--- config.mk ---
export PLATFORM = sky130hd
export DESIGN_NAME = mem_stage
export DESIGN_NICKNAME = d
export VERILOG_FILES = /design/src/rtl/mem_stage.sv
export SDC_FILE = /design/constraint.sdc
export NUM_CORES = 1
export LEC_CHECK = 0
export BUFFER_PORTS_ARGS = -buffer_cell sky130_fd_sc_hd__buf_2
export CAP_MARGIN = 30
export CORE_MARGIN = 2
export CORE_UTILIZATION = 35
export CTS_BUF_LIST = sky130_fd_sc_hd__clkbuf_2 sky130_fd_sc_hd__clkbuf_4 sky130_fd_sc_hd__clkbuf_8
export DETAILED_ROUTE_END_ITERATION = 6
export PLACE_DENSITY = 0.65
export SYNTH_ARGS = -nofsm -noshare
export SYNTH_HDL_FRONTEND = slang
export SYNTH_SLANG_ARGS = --single-unit
--- constraint.sdc ---
create_clock -name clk -period 4.4 [get_ports clk]
set_input_delay 0.44 -clock clk [delete_from_list [all_inputs] [get_ports clk]]
set_output_delay 0.44 -clock clk [all_outputs]
set_load 0.01 [all_outputs]
--- src/rtl/mem_stage.sv ---
// mem_stage: pipeline MEM stage.
//
// Takes the EX/MEM slot (effective address, forwarded store operand and control bits).
// It runs a req/ack handshake with data memory, with a bounded wait, and steers store
// lanes. Loads are extracted and extended. The result is registered into MEM/WB.
//
// Ports:
//   clk, rst                 clock, asynchronous active-high reset
//   in_valid                 EX/MEM slot holds a real instruction
//   MemRead, MemWrite        load / store
//   RegWrite, MemtoReg       writeback control carried into MEM/WB
//   Funct3                   access size and sign
//   ALUResult                effective address or plain ALU result
//   StoreData                forwarded rs2 for stores
//   Rd_in                    destination register
//   dmem_rdata, dmem_ack     memory response
//   dmem_req, dmem_we        registered request (held until ack)
//   dmem_addr                word-aligned address
//   dmem_wdata, dmem_wstrb   lane-replicated store data and byte enables
//   stall                    upstream hold (combinational)
//   mem_fault, fault_cause   one-cycle fault pulse; cause 01 misaligned, 10 timeout, 11 illegal
//   MEM_WB_*                 registered writeback slot
module mem_stage #(
    parameter int unsigned TIMEOUT = 16
) (
    input  logic        clk,
    input  logic        rst,
    input  logic        in_valid,
    input  logic        MemRead,
    input  logic        MemWrite,
    input  logic        RegWrite,
    input  logic        MemtoReg,
    input  logic [2:0]  Funct3,
    input  logic [31:0] ALUResult,
    input  logic [31:0] StoreData,
    input  logic [4:0]  Rd_in,
    input  logic [31:0] dmem_rdata,
    input  logic        dmem_ack,
    output logic        dmem_req,
    output logic        dmem_we,
    output logic [31:0] dmem_addr,
    output logic [31:0] dmem_wdata,
    output logic [3:0]  dmem_wstrb,
    output logic        stall,
    output logic        mem_fault,
    output logic [1:0]  fault_cause,
    output logic        MEM_WB_RegWrite,
    output logic        MEM_WB_MemtoReg,
    output logic [4:0]  MEM_WB_Rd,
    output logic [31:0] MEM_WB_Data
);

    localparam int unsigned     CntW    = (TIMEOUT > 1) ? $clog2(TIMEOUT) : 1;
    localparam logic [CntW-1:0] LastCnt = CntW'(TIMEOUT - 1);

    typedef enum logic [0:0] {StIdle, StAccess} state_t;

    state_t          r_state;
    logic [CntW-1:0] r_cnt;

    // Copies of the access attributes taken at request time; the upstream slot is not
    // re-sampled while the access is in flight.
    logic [2:0]      r_f3;
    logic [1:0]      r_lane;
    logic [4:0]      r_rd;
    logic            r_regwrite;
    logic            r_memtoreg;
    logic            r_is_load;

    logic            w_mem_op;
    logic            w_legal;
    logic            w_misaligned;
    logic            w_start;
    logic            w_timeout;
    logic [31:0]     w_st_wdata;
    logic [3:0]      w_st_wstrb;
    logic [7:0]      w_byte;
    logic [15:0]     w_half;
    logic [31:0]     w_load_data;

    assign w_mem_op  = in_valid & (MemRead | MemWrite);
    assign w_start   = w_mem_op & w_legal & ~w_misaligned;
    assign w_timeout = (r_cnt == LastCnt);

    // In ACCESS the timeout cycle releases the pipeline just like an ack does.
    assign stall = (r_state == StIdle) ? w_start : (~dmem_ack & ~w_timeout);

    // Funct3 legality and natural alignment of the current slot.
    always_comb begin
        w_legal = 1'b0;
        if (MemRead) begin
            case (Funct3)
                3'b000, 3'b001, 3'b010, 3'b100, 3'b101: w_legal = 1'b1;
                default:                                w_legal = 1'b0;
            endcase
        end else begin
            case (Funct3)
                3'b000, 3'b001, 3'b010: w_legal = 1'b1;
                default:                w_legal = 1'b0;
            endcase
        end

        case (Funct3[1:0])
            2'b01:   w_misaligned = ALUResult[0];
            2'b10:   w_misaligned = |ALUResult[1:0];
            default: w_misaligned = 1'b0;
        endcase
    end

    // Store lane steering: data is replicated so every enabled lane sees the right bytes.
    always_comb begin
        case (Funct3[1:0])
            2'b00: begin
                w_st_wdata = {4{StoreData[7:0]}};
                w_st_wstrb = 4'b0001 << ALUResult[1:0];
            end
            2'b01: begin
                w_st_wdata = {2{StoreData[15:0]}};
                w_st_wstrb = 4'b0011 << {ALUResult[1], 1'b0};
            end
            default: begin
                w_st_wdata = StoreData;
                w_st_wstrb = 4'b1111;
            end
        endcase
    end

    // Load extraction from the latched lane and size.
    always_comb begin
        case (r_lane)
            2'd0:    w_byte = dmem_rdata[7:0];
            2'd1:    w_byte = dmem_rdata[15:8];
            2'd2:    w_byte = dmem_rdata[23:16];
            default: w_byte = dmem_rdata[31:24];
        endcase
        w_half = r_lane[1] ? dmem_rdata[31:16] : dmem_rdata[15:0];

        case (r_f3)
            3'b000:  w_load_data = {{24{w_byte[7]}}, w_byte};
            3'b001:  w_load_data = {{16{w_half[15]}}, w_half};
            3'b100:  w_load_data = {24'd0, w_byte};
            3'b101:  w_load_data = {16'd0, w_half};
            default: w_load_data = dmem_rdata;
        endcase
    end

    always_ff @(posedge clk or posedge rst) begin
        if (rst) begin
            r_state         <= StIdle;
            r_cnt           <= '0;
            r_f3            <= '0;
            r_lane          <= '0;
            r_rd            <= '0;
            r_regwrite      <= 1'b0;
            r_memtoreg      <= 1'b0;
            r_is_load       <= 1'b0;
            dmem_req        <= 1'b0;
            dmem_we         <= 1'b0;
            dmem_addr       <= '0;
            dmem_wdata      <= '0;
            dmem_wstrb      <= '0;
            mem_fault       <= 1'b0;
            fault_cause     <= '0;
            MEM_WB_RegWrite <= 1'b0;
            MEM_WB_MemtoReg <= 1'b0;
            MEM_WB_Rd       <= '0;
            MEM_WB_Data     <= '0;
        end else begin
            mem_fault <= 1'b0;
            unique case (r_state)
                StIdle: begin
                    if (w_mem_op) begin
                        // Any memory op leaves a bubble here; its result arrives on ack.
                        MEM_WB_RegWrite <= 1'b0;
                        MEM_WB_MemtoReg <= 1'b0;
                        MEM_WB_Rd       <= '0;
                        if (!w_legal) begin
                            mem_fault   <= 1'b1;
                            fault_cause <= 2'b11;
                        end else if (w_misaligned) begin
                            mem_fault   <= 1'b1;
                            fault_cause <= 2'b01;
                        end else begin
                            r_state    <= StAccess;
                            r_cnt      <= '0;
                            dmem_req   <= 1'b1;
                            dmem_we    <= ~MemRead;
                            dmem_addr  <= {ALUResult[31:2], 2'b00};
                            dmem_wdata <= MemRead ? 32'd0 : w_st_wdata;
                            dmem_wstrb <= MemRead ? 4'd0 : w_st_wstrb;
                            r_f3       <= Funct3;
                            r_lane     <= ALUResult[1:0];
                            r_rd       <= Rd_in;
                            r_regwrite <= RegWrite;
                            r_memtoreg <= MemtoReg;
                            r_is_load  <= MemRead;
                        end
                    end else begin
                        MEM_WB_RegWrite <= in_valid & RegWrite;
                        MEM_WB_MemtoReg <= in_valid & MemtoReg;
                        MEM_WB_Rd       <= in_valid ? Rd_in : 5'd0;
                        MEM_WB_Data     <= ALUResult;
                    end
                end
                StAccess: begin
                    if (dmem_ack) begin
                        r_state         <= StIdle;
                        dmem_req        <= 1'b0;
                        dmem_we         <= 1'b0;
                        dmem_wstrb      <= '0;
                        MEM_WB_RegWrite <= r_regwrite & r_is_load;
                        MEM_WB_MemtoReg <= r_memtoreg;
                        MEM_WB_Rd       <= r_rd;
                        if (r_is_load) begin
                            MEM_WB_Data <= w_load_data;
                        end
                    end else if (w_timeout) begin
                        r_state         <= StIdle;
                        dmem_req        <= 1'b0;
                        dmem_we         <= 1'b0;
                        dmem_wstrb      <= '0;
                        mem_fault       <= 1'b1;
                        fault_cause     <= 2'b10;
                        MEM_WB_RegWrite <= 1'b0;
                        MEM_WB_MemtoReg <= 1'b0;
                        MEM_WB_Rd       <= '0;
                    end else begin
                        r_cnt           <= r_cnt + 1'b1;
                        MEM_WB_RegWrite <= 1'b0;
                        MEM_WB_MemtoReg <= 1'b0;
                        MEM_WB_Rd       <= '0;
                    end
                end
                default: r_state <= StIdle;
            endcase
        end
    end

endmodule
After elaboration in Yosys (flattened, before gate mapping)
Cells that the tools add are included.
- $add $sub $neg: 1
- equal/unequal tests: 23
- shift operators: 2
- mux-type cells: 66
- bitwise logic cells: 13
- reduce and logical (&&, ||, !) cells: 12
- operator list (kind ; count):
    $mux W32 ; 4
    $pmux W32 S2 ; 2
    $pmux W32 S4 ; 1
    $mux W4 ; 11
    $mux W1 ; 26
    $pmux W4 S2 ; 3
    $pmux W8 S3 ; 1
    $mux W16 ; 1
    $mux W5 ; 3
    $ne A2 B2 Y1 const B ; 7
    $pmux W1 S2 ; 7
    $eq A3 B3 Y1 const B ; 4
    $reduce_and A4 Y1 ; 3
    $mux W2 ; 5
    $pmux W5 S2 ; 1
    $and A1 B1 Y1 ; 7
    $eq A3 B1 Y1 const B ; 2
    $logic_not A3 Y1 ; 2
    $not A1 Y1 ; 5
    $reduce_and A5 Y1 ; 1
    $reduce_or A5 Y1 ; 1
    $add A4 B1 Y4 const B ; 1
    $eq A2 B1 Y1 const B ; 2
    $eq A2 B2 Y1 const B ; 2
    13 further kinds ; 15
- flip-flop bits (word level): 128

Logic depth before layout (Yosys ltp)
Gate-level depths: netlist (run 1).
- word-level depth: 7
- depth in mapped cells: 10

Worst setup path after synthesis (run 1)
OpenSTA, ideal clock, no wires.
- kind: input port to flip-flop
- from: in Funct3[1]
- to: reg dmem_wdata[15]
- data arrival time: 2602 ps
- setup slack: 1673 ps
- stages: 9
- cells stage by stage: clkbuf_1 inv_1 ha_1 and3_1 or2_4 nor3_2 buf_2 buf_4 mux2_2
- cells in the longest elaborated chain, start to end: 5
- ends and longest elaborated chain (item ; line ; text):
    start: declaration ; 33 ; input logic [2:0] Funct3,
    $eq A3 B1 Y1 (tied with other cells) ; 92, 97 ;
    $reduce_or A5 Y1 / $reduce_or A3 Y1 (equally long branches) ; 92, 97 ;
    $mux W1 (on tied branches) ; 92, 97 ;
    $mux W1 ; 91 ; if (MemRead) begin
    $reduce_and A4 Y1 (no source line) ; -- ;
    end signal: assignment ; 189 ; dmem_wdata <= MemRead ? 32'd0 : w_st_wdata;
    end: declaration ; 42 ; output logic [31:0] dmem_wdata,
Parallel ways exist; a longest one is shown, timed or not.
A chain may end at the register's enable or synchronous reset.

Worst setup path in the final report (run 1)
- from: in Funct3[1]
- to: out stall
- cells in the longest elaborated chain, start to end: 7
- ends and longest elaborated chain (item ; line ; text):
    $eq A3 B1 Y1 (tied with other cells) ; 92, 97 ;
    $reduce_or A5 Y1 / $reduce_or A3 Y1 (equally long branches) ; 92, 97 ;
    $mux W1 (on tied branches) ; 92, 97 ;
    $mux W1 ; 91 ;
    $and A1 B1 Y1 ; 82 ; assign w_start = w_mem_op & w_legal & ~w_misaligned;
    $and A1 B1 Y1 (*) ; 82 ;
    $mux W1 (*) ; 86 ; assign stall = (r_state == StIdle) ? w_start : (~dmem_ack & ~w_timeout);
    end: declaration ; 44 ; output logic stall,
Every way passes the cells marked *; elsewhere a longest branch is shown, timed or not.

==> results of run 1 <==
-- metal layers --
layer  wire [um]  GRT usage
met5           0          0
met3        1480     0.0677
met2        9070      0.325
met4         244     0.0526
met1        8620      0.263
-- layout by cell type, fill, tap and decap left out, types with 10 or more instances in the layout --
cell,synthesis,layout
inv_1,15,14
mux2_4,16,16
dfrtp_1,128,128
nor3_1,24,24
o31ai_1,18,18
mux2i_1,18,18
nor2_1,57,57
a21oi_1,53,53
o21a_1,10,10
a211oi_1,23,23
clkbuf_8,0,17
nor2b_1,22,22
o21ai_0,23,23
mux2_2,51,51
buf_2,6,222
and3_1,10,10
-- cell type report --
cell class / instances / area, um2 / area share
flip-flops and latches: 128 / 3200 / 0.395
clock inverters: 15 / 184 / 0.0227
repair buffers: 234 / 1240 / 0.152
multi-input cells: 404 / 2910 / 0.358
inverters: 15 / 61.3 / 0.00756
clock buffers: 17 / 234 / 0.0288
well taps: 229 / 287 / 0.0353
-- state kept, by name, indices dropped and copies added, names as in the netlist, 2 cells and up --
signal,cells
MEM_WB_Data,32
dmem_wdata,32
dmem_addr,30
MEM_WB_Rd,5
r_rd,5
dmem_wstrb,4
r_cnt,4
r_f3,3
fault_cause,2
r_lane,2
-- logic make-up after synthesis --
family / synth area share
flops: 0.502
buf+inv: 0.0442
xor+xnor: 0.00137
mux: 0.160
fa+ha+maj: 0.00785
other cells: 0.000588
simple gates: 0.107
compound gates: 0.177
-- power groups by stage --
stage	Combinational, W	Sequential, W	Clock (W)
5_1_grt	0.00134	0.00173	0.00118
3_3_place_gp	0.00121	0.00170	0
6_report	0.00122	0.00168	0.00110
4_1_cts	0.00123	0.00168	0.00113
2_1_floorplan	0.000652	0.00177	0
3_5_place_dp	0.00123	0.00170	0
-- cell usage after synthesis (4+ instances only) --
library cell,instances
clkbuf_1,34
buf_2,6
buf_4,5
o21bai_1,8
a211oi_1,23
mux2i_1,18
o31ai_1,18
o22ai_1,4
mux2_4,16
nor2_1,57
nor2b_1,22
inv_1,15
ha_1,4
o21ai_1,7
dfrtp_1,128
a22o_1,6
and3_1,10
o21ai_0,23
a21oi_1,53
a22oi_1,8
mux2_2,51
o21a_1,10
o32ai_2,4
nor3_1,24
nand2b_1,5
nand2_1,9
-- worst max-delay path, stage by stage --
cell     delay (ns)
buf_2          0.21
inv_1          0.11
ha_1           0.39
nor2_1         0.18
a21o_1         0.38
o31ai_1        0.43
buf_2          0.21
-- through the flow --
stage          cells  hold slack [ns]  total power (W)
6_report        1042            0.218          0.00400
5_1_grt         1042            0.184          0.00425
4_1_cts         1039            0.187          0.00404
3_5_place_dp    1007            0.480          0.00293
3_3_place_gp    1007            0.476          0.00291
2_1_floorplan    596            0.467          0.00242
-- path summary, 6_finish.rpt --
kind                                            start                          end  slack [ns]  cells past startpoint
hold / removal                               Rd_in[0]       MEM_WB_Rd[0]$_DFF_PP0_        0.22                      2
setup reg to reg                r_lane[1]$_DFFE_PP0P_  MEM_WB_Data[23]$_DFFE_PP0P_        1.90                      5
setup / recovery                            Funct3[1]                        stall        1.60                      7
min in group asynchronous                         rst   dmem_wdata[10]$_DFFE_PP0P_        0.46                      3
hold reg to reg            fault_cause[0]$_DFFE_PP0P_   fault_cause[0]$_DFFE_PP0P_        0.49                      2
max in group asynchronous                         rst    dmem_wdata[1]$_DFFE_PP0P_        2.80                      5
==> flow_summary.yaml, run 1 <==
synth:
  syn_inst: 595
  synth_top_area_frac: 0.502
  async_flop_share: 1.00
  synth-seq-cells: 128
  syn_area_um2: 6380
  synth_edf_count: 0
  ys_seq_area_frac: 0.502
  yosys_warnings: 0
  avgSynthCellArea_um2: 10.7
  yosysTopAreaCell: "dfrtp_1"
  ys.flop_type: "dfrtp_1"
  yosysUniqueCellTypes: 48
  netlist_top_cells_area: "dfrtp_1 50%, mux2_2 9.0%, a21oi_1 4.2%"
worst_setup_path:
  cp_max_fo: 14
  cp.arrival_ns: 2.36
  endpoint_kind: "output port"
  setup.worst_path.class: "in2out"
  crit_path_start_kind: "input pin"
  required_ns: 3.96
global_routing:
  grt_overflow: 0
  grt_max_degree: 98
  grt_pass1_wl_um: 30700
  antenna_found_initial: 0
  grt_pass1_vias: 5384
  grt_usage: 0.202
route:
  vias: 5407
  viasPerCell: 5.19
  firstDrtPassIters: 4
  routed_wl_um: 19400
  drt_iter0_markers: 257
  antenna_left: 0
  avgRoutedWirePerCell_um: 18.6
  drc: 0
clock_tree:
  cts_tree: "built"
  ctsResizeCount: 0
  htree_levels: 4
  numCtsBuffers: 17
  path_clk_slew_ns: 0.08
  clk_latency_ns: 0.45
  cts_setup_buffers: 0
  cts_buffer_depth: 2
  cts-hold-fix-buffers: 0
  numClockSinks: 128
  cts_root_buffer: "clkbuf_8"
timing:
  setup_tns_ns: 0
  maxSlewViolCount: 0
  finalHoldViolCount: 0
  finalCriticalPeriod_ns: 2.80
  relSlewSlack: 0.347
  final.period_utilization: 0.635
  setup_viol: 0
  skew_ns: 0.00976
  fmax_mhz: 358
  worstMarginPinSlew_ns: 0.977
  fin_ws_ns: 1.60
  rsz0062_at_grt: "no"
power_and_ir_drop:
  p_int_w: 0.00262
  switching_share: 0.345
  switchingPower_w: 0.00138
  p_leak_nw: 3.97
  seqPwrFrac: 0.420
  vdd_drop_max_uv: 268
  clkPwrFrac: 0.274
  power_density_nw_per_um2: 493
  power.share.combinational: 0.306
layout:
  area_delta_synth_final_pct: 27.2
  fin_area_um2: 8110
  fillers: 1727
  n_antenna_cell: 0
  post-route-util: 0.453
  drive_gt1_frac: 0.423
  finish.net_count: 916
flow_run:
  cap_viol_max_count: 0
place:
  port_buffers: 222
  post-place-ws_ns: 0.975
  dp_hpwl_um: 13900
  gp_congestion: 0.814
  placement.cell_area_um2: 7640
outcome:
  status: "finished, final reports clean"
floorplanning:
  core_area_um2: 17900
  num_rows: 49
  die_x_um: 139
  initial_core_util: 0.356
  die_y_um: 139
  die_area_um2: 19300
  io_pins: 225
worst_hold_path:
  hp-class: "in2reg"
Power figures use the tool's default switching activity.
==> run 2: changes to the inputs <==
- clock period: 4.4 -> 2.9 ns (I/O delays scaled with it)
==> flow_summary.yaml, run 2 (same netlist as run 1, synthesis figures left out) <==
timing:
  fmax_mhz: 446
  final.period_utilization: 0.774
  setup_viol: 0
  finalCriticalPeriod_ns: 2.24
  skew_ns: 0.0154
  maxSlewViolCount: 0
  setup_tns_ns: 0
  finalHoldViolCount: 0
  worstMarginPinSlew_ns: 1.06
  rsz0062_at_grt: "no"
  relSlewSlack: 0.293
worst_hold_path:
  min_to: "MEM_WB_MemtoReg$_DFF_PP0_"
  hp-class: "in2reg"
  worstHoldStart: "MemtoReg"
  holdPathStages: 2
layout:
  final_common_cell: "buf_2"
  fillers: 1734
  area_delta_synth_final_pct: 29.1
  top_regs: "MEM_WB_Data: 32 flops, dmem_wdata: 32 flops, dmem_addr: 30 flops"
  most-common-layout-cells: "222 x buf_2, 128 x dfrtp_1, 57 x nor2_1"
  drive_gt1_frac: 0.429
  n_antenna_cell: 0
  fin_area_um2: 8230
  finish.net_count: 927
place:
  port_buffers: 222
  dp_hpwl_um: 14700
  placement.cell_area_um2: 7770
  gp_congestion: 0.814
global_routing:
  grt_pass1_vias: 5600
  grt_overflow: 0
  grt_pass1_wl_um: 30900
  grt_usage: 0.203
  antenna_found_initial: 1
  grt_max_degree: 60
floorplanning:
  initial_core_util: 0.356
  die_area_um2: 19300
  core_area_um2: 17900
  io_pins: 225
  num_rows: 49
  die_y_um: 139
  die_x_um: 139
route:
  viasPerCell: 5.26
  routed_wl_um: 19700
  vias: 5526
  firstDrtPassIters: 5
  drt_iter0_markers: 313
  drc: 0
  avgRoutedWirePerCell_um: 18.8
  antenna_left: 0
worst_setup_path:
  required_ns: 2.61
  endpoint_kind: "output port"
  r2r_end: "MEM_WB_Data[10]$_DFFE_PP0P_"
  cp_max_fo: 13
  slowest_stage: "o31ai_1"
  cp.arrival_ns: 1.95
  worst_path_most_repeated_cell: "buf_2"
  r2r_slack_ns: 0.87
  r2r_start: "r_lane[1]$_DFFE_PP0P_"
  reg2regPathDepth: 4
  crit_path_start_kind: "input pin"
  worstPathCellList: "buf_2 -> inv_1 -> ha_1 -> nor2_1 -> a21o_1 -> buf_4 -> o31ai_1 -> buf_2"
  setup.worst_path.class: "in2out"
  slowest_delay_ns: 0.37
outcome:
  status: "finished, final reports clean"
clock_tree:
  cts_setup_buffers: 0
  path_clk_slew_ns: 0.07
  cts_buffer_depth: 2
  cts_tree: "built"
  clk_latency_ns: 0.44
  ctsResizeCount: 0
  numClockSinks: 128
  numCtsBuffers: 17
  htree_levels: 4
  cts_root_buffer: "clkbuf_8"
power_and_ir_drop:
  p_leak_nw: 4.04
  vdd_drop_max_uv: 383
  total_power_w: 0.00624
  power_density_nw_per_um2: 758
flow_run:
  cap_viol_max_count: 0
[run 2: cell type report]
| cell class | count | area, um2 | share of cell area |
|---|---|---|---|
| clock buffer | 20 | 269 | 0.0327 |
| clock inverter | 10 | 184 | 0.0223 |
| inverter | 15 | 60.1 | 0.00729 |
| multi-input combinational | 404 | 2910 | 0.353 |
| sequential | 128 | 3200 | 0.389 |
| tap | 229 | 287 | 0.0348 |
| timing repair buffer | 245 | 1320 | 0.161 |
[run 2: worst max-delay path by stage]
stage,startpoint,to,slack [ns],cells after the start
after floorplan,Funct3[1],dmem_wdata[15]$_DFFE_PP0P_,0.32,9
after global placement,Funct3[0],dmem_addr[30]$_DFFE_PP0P_,0.41,8
after detailed placement,Funct3[0],dmem_addr[29]$_DFFE_PP0P_,0.37,8
after CTS,r_cnt[0]$_DFFE_PP0P_,stall,0.64,5
after global routing,Funct3[0],stall,0.52,8
final,Funct3[0],stall,0.66,8
[run 2: timing repair]
item / CTS / global route
hold buffers: 1 / 0
endpoints found under the setup margin: 0 / 0
endpoints found under the hold margin: 22 / 0
[run 2: stage by stage]
stage           util  hold WS, ns  setup WS [ns]  cells
2_1_floorplan      -        0.423          0.323    596
3_3_place_gp   0.434        0.384          0.409   1020
3_5_place_dp   0.434        0.390          0.369   1020
4_1_cts        0.460       0.0635          0.639   1051
5_1_grt        0.460       0.0696          0.518   1051
6_report       0.460       0.0888          0.655   1051
[run 2: critical path, delay by kind of cell]
| family | cells | cell delay, ns |
|---|---|---|
| buffers and inverters | 4 | 0.58 |
| AO/OA/AOI/OAI | 2 | 0.58 |
| adder cells (fa/ha/maj) | 1 | 0.34 |
| AND/OR/NAND/NOR | 1 | 0.16 |
[run 2: power breakdown]
group          total, W  internal, W  switching, W
clock network   0.00180      0.00107      0.000733
logic           0.00189     0.000899      0.000996
registers       0.00254      0.00224      0.000301
total           0.00624      0.00421       0.00203
[run 2: per-layer routing]
metal,up-vias,part of all wire,global-route usage
met5,-,0.00066,0
met3,30,0.087,0.0608
met2,251,0.47,0.323
li1,2565,-,-
met1,2678,0.42,0.267
met4,2,0.016,0.0665
==> run 3: changes to the inputs <==
- PLACE_DENSITY: 0.65 -> 0.67
- clock period: 2.9 -> 2 ns (I/O delays scaled with it)
==> flow_summary.yaml, run 3 (same netlist as run 1, synthesis figures left out) <==
worst_setup_path:
  endpoint: "stall"
  cp.arrival_ns: 1.74
  endpoint_kind: "output port"
  crit_path_start_kind: "input pin"
  setup.worst_path.class: "in2out"
  worst_path_most_repeated_cell: "buf_4"
  r2r_slack_ns: 0.21
  slowest_stage: "or2_4"
  required_ns: 1.80
  cp-startpoint: "Funct3[1]"
  cp_num_buf_inv: 5
  slowest_delay_ns: 0.24
  crit_cells: 9
  r2r_start: "r_lane[1]$_DFFE_PP0P_"
  cp_top_family: "buffers and inverters"
  r2r_end: "MEM_WB_Data[14]$_DFFE_PP0P_"
  reg2regPathDepth: 4
  cp_max_fo: 12
  worstPathCellList: "clkbuf_4 -> inv_6 -> ha_4 -> and3_4 -> or2_4 -> buf_4 -> buf_4 -> o31ai_4 -> buf_2"
layout:
  post-route-util: 0.489
  n_antenna_cell: 0
  top_regs: "MEM_WB_Data: 32 flops, dmem_wdata: 32 flops, dmem_addr: 30 flops"
  drive_gt1_frac: 0.433
  finalNonFillerCells: 1105
  finish.net_count: 979
  final_common_cell: "buf_2"
  area_delta_synth_final_pct: 37.3
  most-common-layout-cells: "221 x buf_2, 128 x dfrtp_1, 57 x nor2_1"
place:
  dp_cells: 1032
  dp_hpwl_um: 14500
  port_buffers: 222
  gp_congestion: 0.839
power_and_ir_drop:
  total_power_w: 0.00881
  seqPwrFrac: 0.412
  power_density_nw_per_um2: 1010
  power.share.combinational: 0.339
  switching_share: 0.350
  p_leak_nw: 4.25
  clkPwrFrac: 0.248
  p_int_w: 0.00573
  vdd_drop_max_uv: 450
  switchingPower_w: 0.00309
global_routing:
  grt_pass1_wl_um: 31800
  grt_overflow: 0
  grt_max_degree: 72
  grt_usage: 0.209
  antenna_found_initial: 0
  grt_pass1_vias: 5727
timing:
  setup_viol: 0
  skew_ns: 0.0132
  finalCriticalPeriod_ns: 1.94
  final.period_utilization: 0.970
  whs_ns: 0.0515
  worstMarginPinSlew_ns: 0.541
  maxSlewViolCount: 0
  finalHoldViolCount: 0
  relSlewSlack: 0.640
  rsz0062_at_grt: "no"
  fmax_mhz: 516
route:
  antenna_left: 0
  avgRoutedWirePerCell_um: 18.3
  viasPerCell: 5.18
  routed_wl_um: 20300
  vias: 5728
  firstDrtPassIters: 5
  drc: 0
  drt_iter0_markers: 296
worst_hold_path:
  hp-class: "in2reg"
floorplanning:
  die_x_um: 139
  initial_core_util: 0.356
  num_rows: 49
  io_pins: 225
  die_y_um: 139
  die_area_um2: 19300
  core_area_um2: 17900
clock_tree:
  numClockSinks: 128
  path_clk_slew_ns: 0.09
  htree_levels: 4
  numCtsBuffers: 17
  cts_tree: "built"
  cts_root_buffer: "clkbuf_8"
  clk_latency_ns: 0.44
  cts_buffer_depth: 2
flow_run:
  cap_viol_max_count: 0
outcome:
  status: "finished, final reports clean"
## run 3: changes by cell type in the layout (fill, tap and decap cells not counted), moves of 2 or more
cell	change
inv_6	+5
buf_12	+5
and3_4	+2
dlygate4sd3_1	+36
and3_1	-2
clkinv_4	+3
bufinv_16	-4
ha_1	-2
buf_4	+11
inv_1	-2
## run 3: area by class of cell
type / instances / area [um2]
fill: 1682 / 9150
sequential: 128 / 3200
multi-input combinational: 404 / 2950
timing repair buffer: 297 / 1870
tap: 229 / 287
clock buffer: 18 / 248
clock inverter: 14 / 133
inverter: 15 / 65.1
## run 3: timing repair
| action | 4_1_cts | 5_1_grt |
|---|---|---|
| buffers inserted | 1 | 3 |
| endpoints found under the hold margin | 170 | 0 |
| hold buffers | 37 | 0 |
| pin swaps | 0 | 1 |
| gates cloned | 0 | 0 |
| gates resized for setup | 3 | 8 |
| setup endpoints to repair | 1 | 9 |
## run 3: worst min-delay path by stage
stage               cells after the start                     endpoint  slack, ns          start
floorplan                               1    MEM_WB_MemtoReg$_DFF_PP0_       0.33       MemtoReg
global placement                        3  MEM_WB_Data[23]$_DFFE_PP0P_       0.35            rst
detailed placement                      3  MEM_WB_Data[23]$_DFFE_PP0P_       0.34            rst
CTS                                     2    dmem_addr[19]$_DFFE_PP0P_      0.009  ALUResult[19]
global route                            2    dmem_addr[19]$_DFFE_PP0P_      0.004  ALUResult[19]
finish                                  2    dmem_addr[19]$_DFFE_PP0P_       0.05  ALUResult[19]
## run 3: layer usage
metal	share of wire	track usage	wire [um]
met1	0.43	0.266	8740
met2	0.48	0.351	9800
met3	0.071	0.0584	1450
met4	0.014	0.0601	285
met5	0	0	0
## run 3: stage by stage
step	instance area [um2]	setup TNS [ns]	worst slack, ns
floorplan	6450	-0.722	-0.0462
global placement	7930	-7.24	-0.124
detailed placement	7930	-8.81	-0.147
CTS	8700	0	0.00180
global route	8760	0	0.00189
finish	8760	0	0.0603
## run 3: power by group through the flow
stage / combinational, W / clock, W / sequential (W)
2_1_floorplan: 0.00145 / 0 / 0.00389
3_3_place_gp: 0.00287 / 0 / 0.00366
3_5_place_dp: 0.00292 / 0 / 0.00367
4_1_cts: 0.00300 / 0.00225 / 0.00363
5_1_grt: 0.00326 / 0.00236 / 0.00372
6_report: 0.00299 / 0.00219 / 0.00364
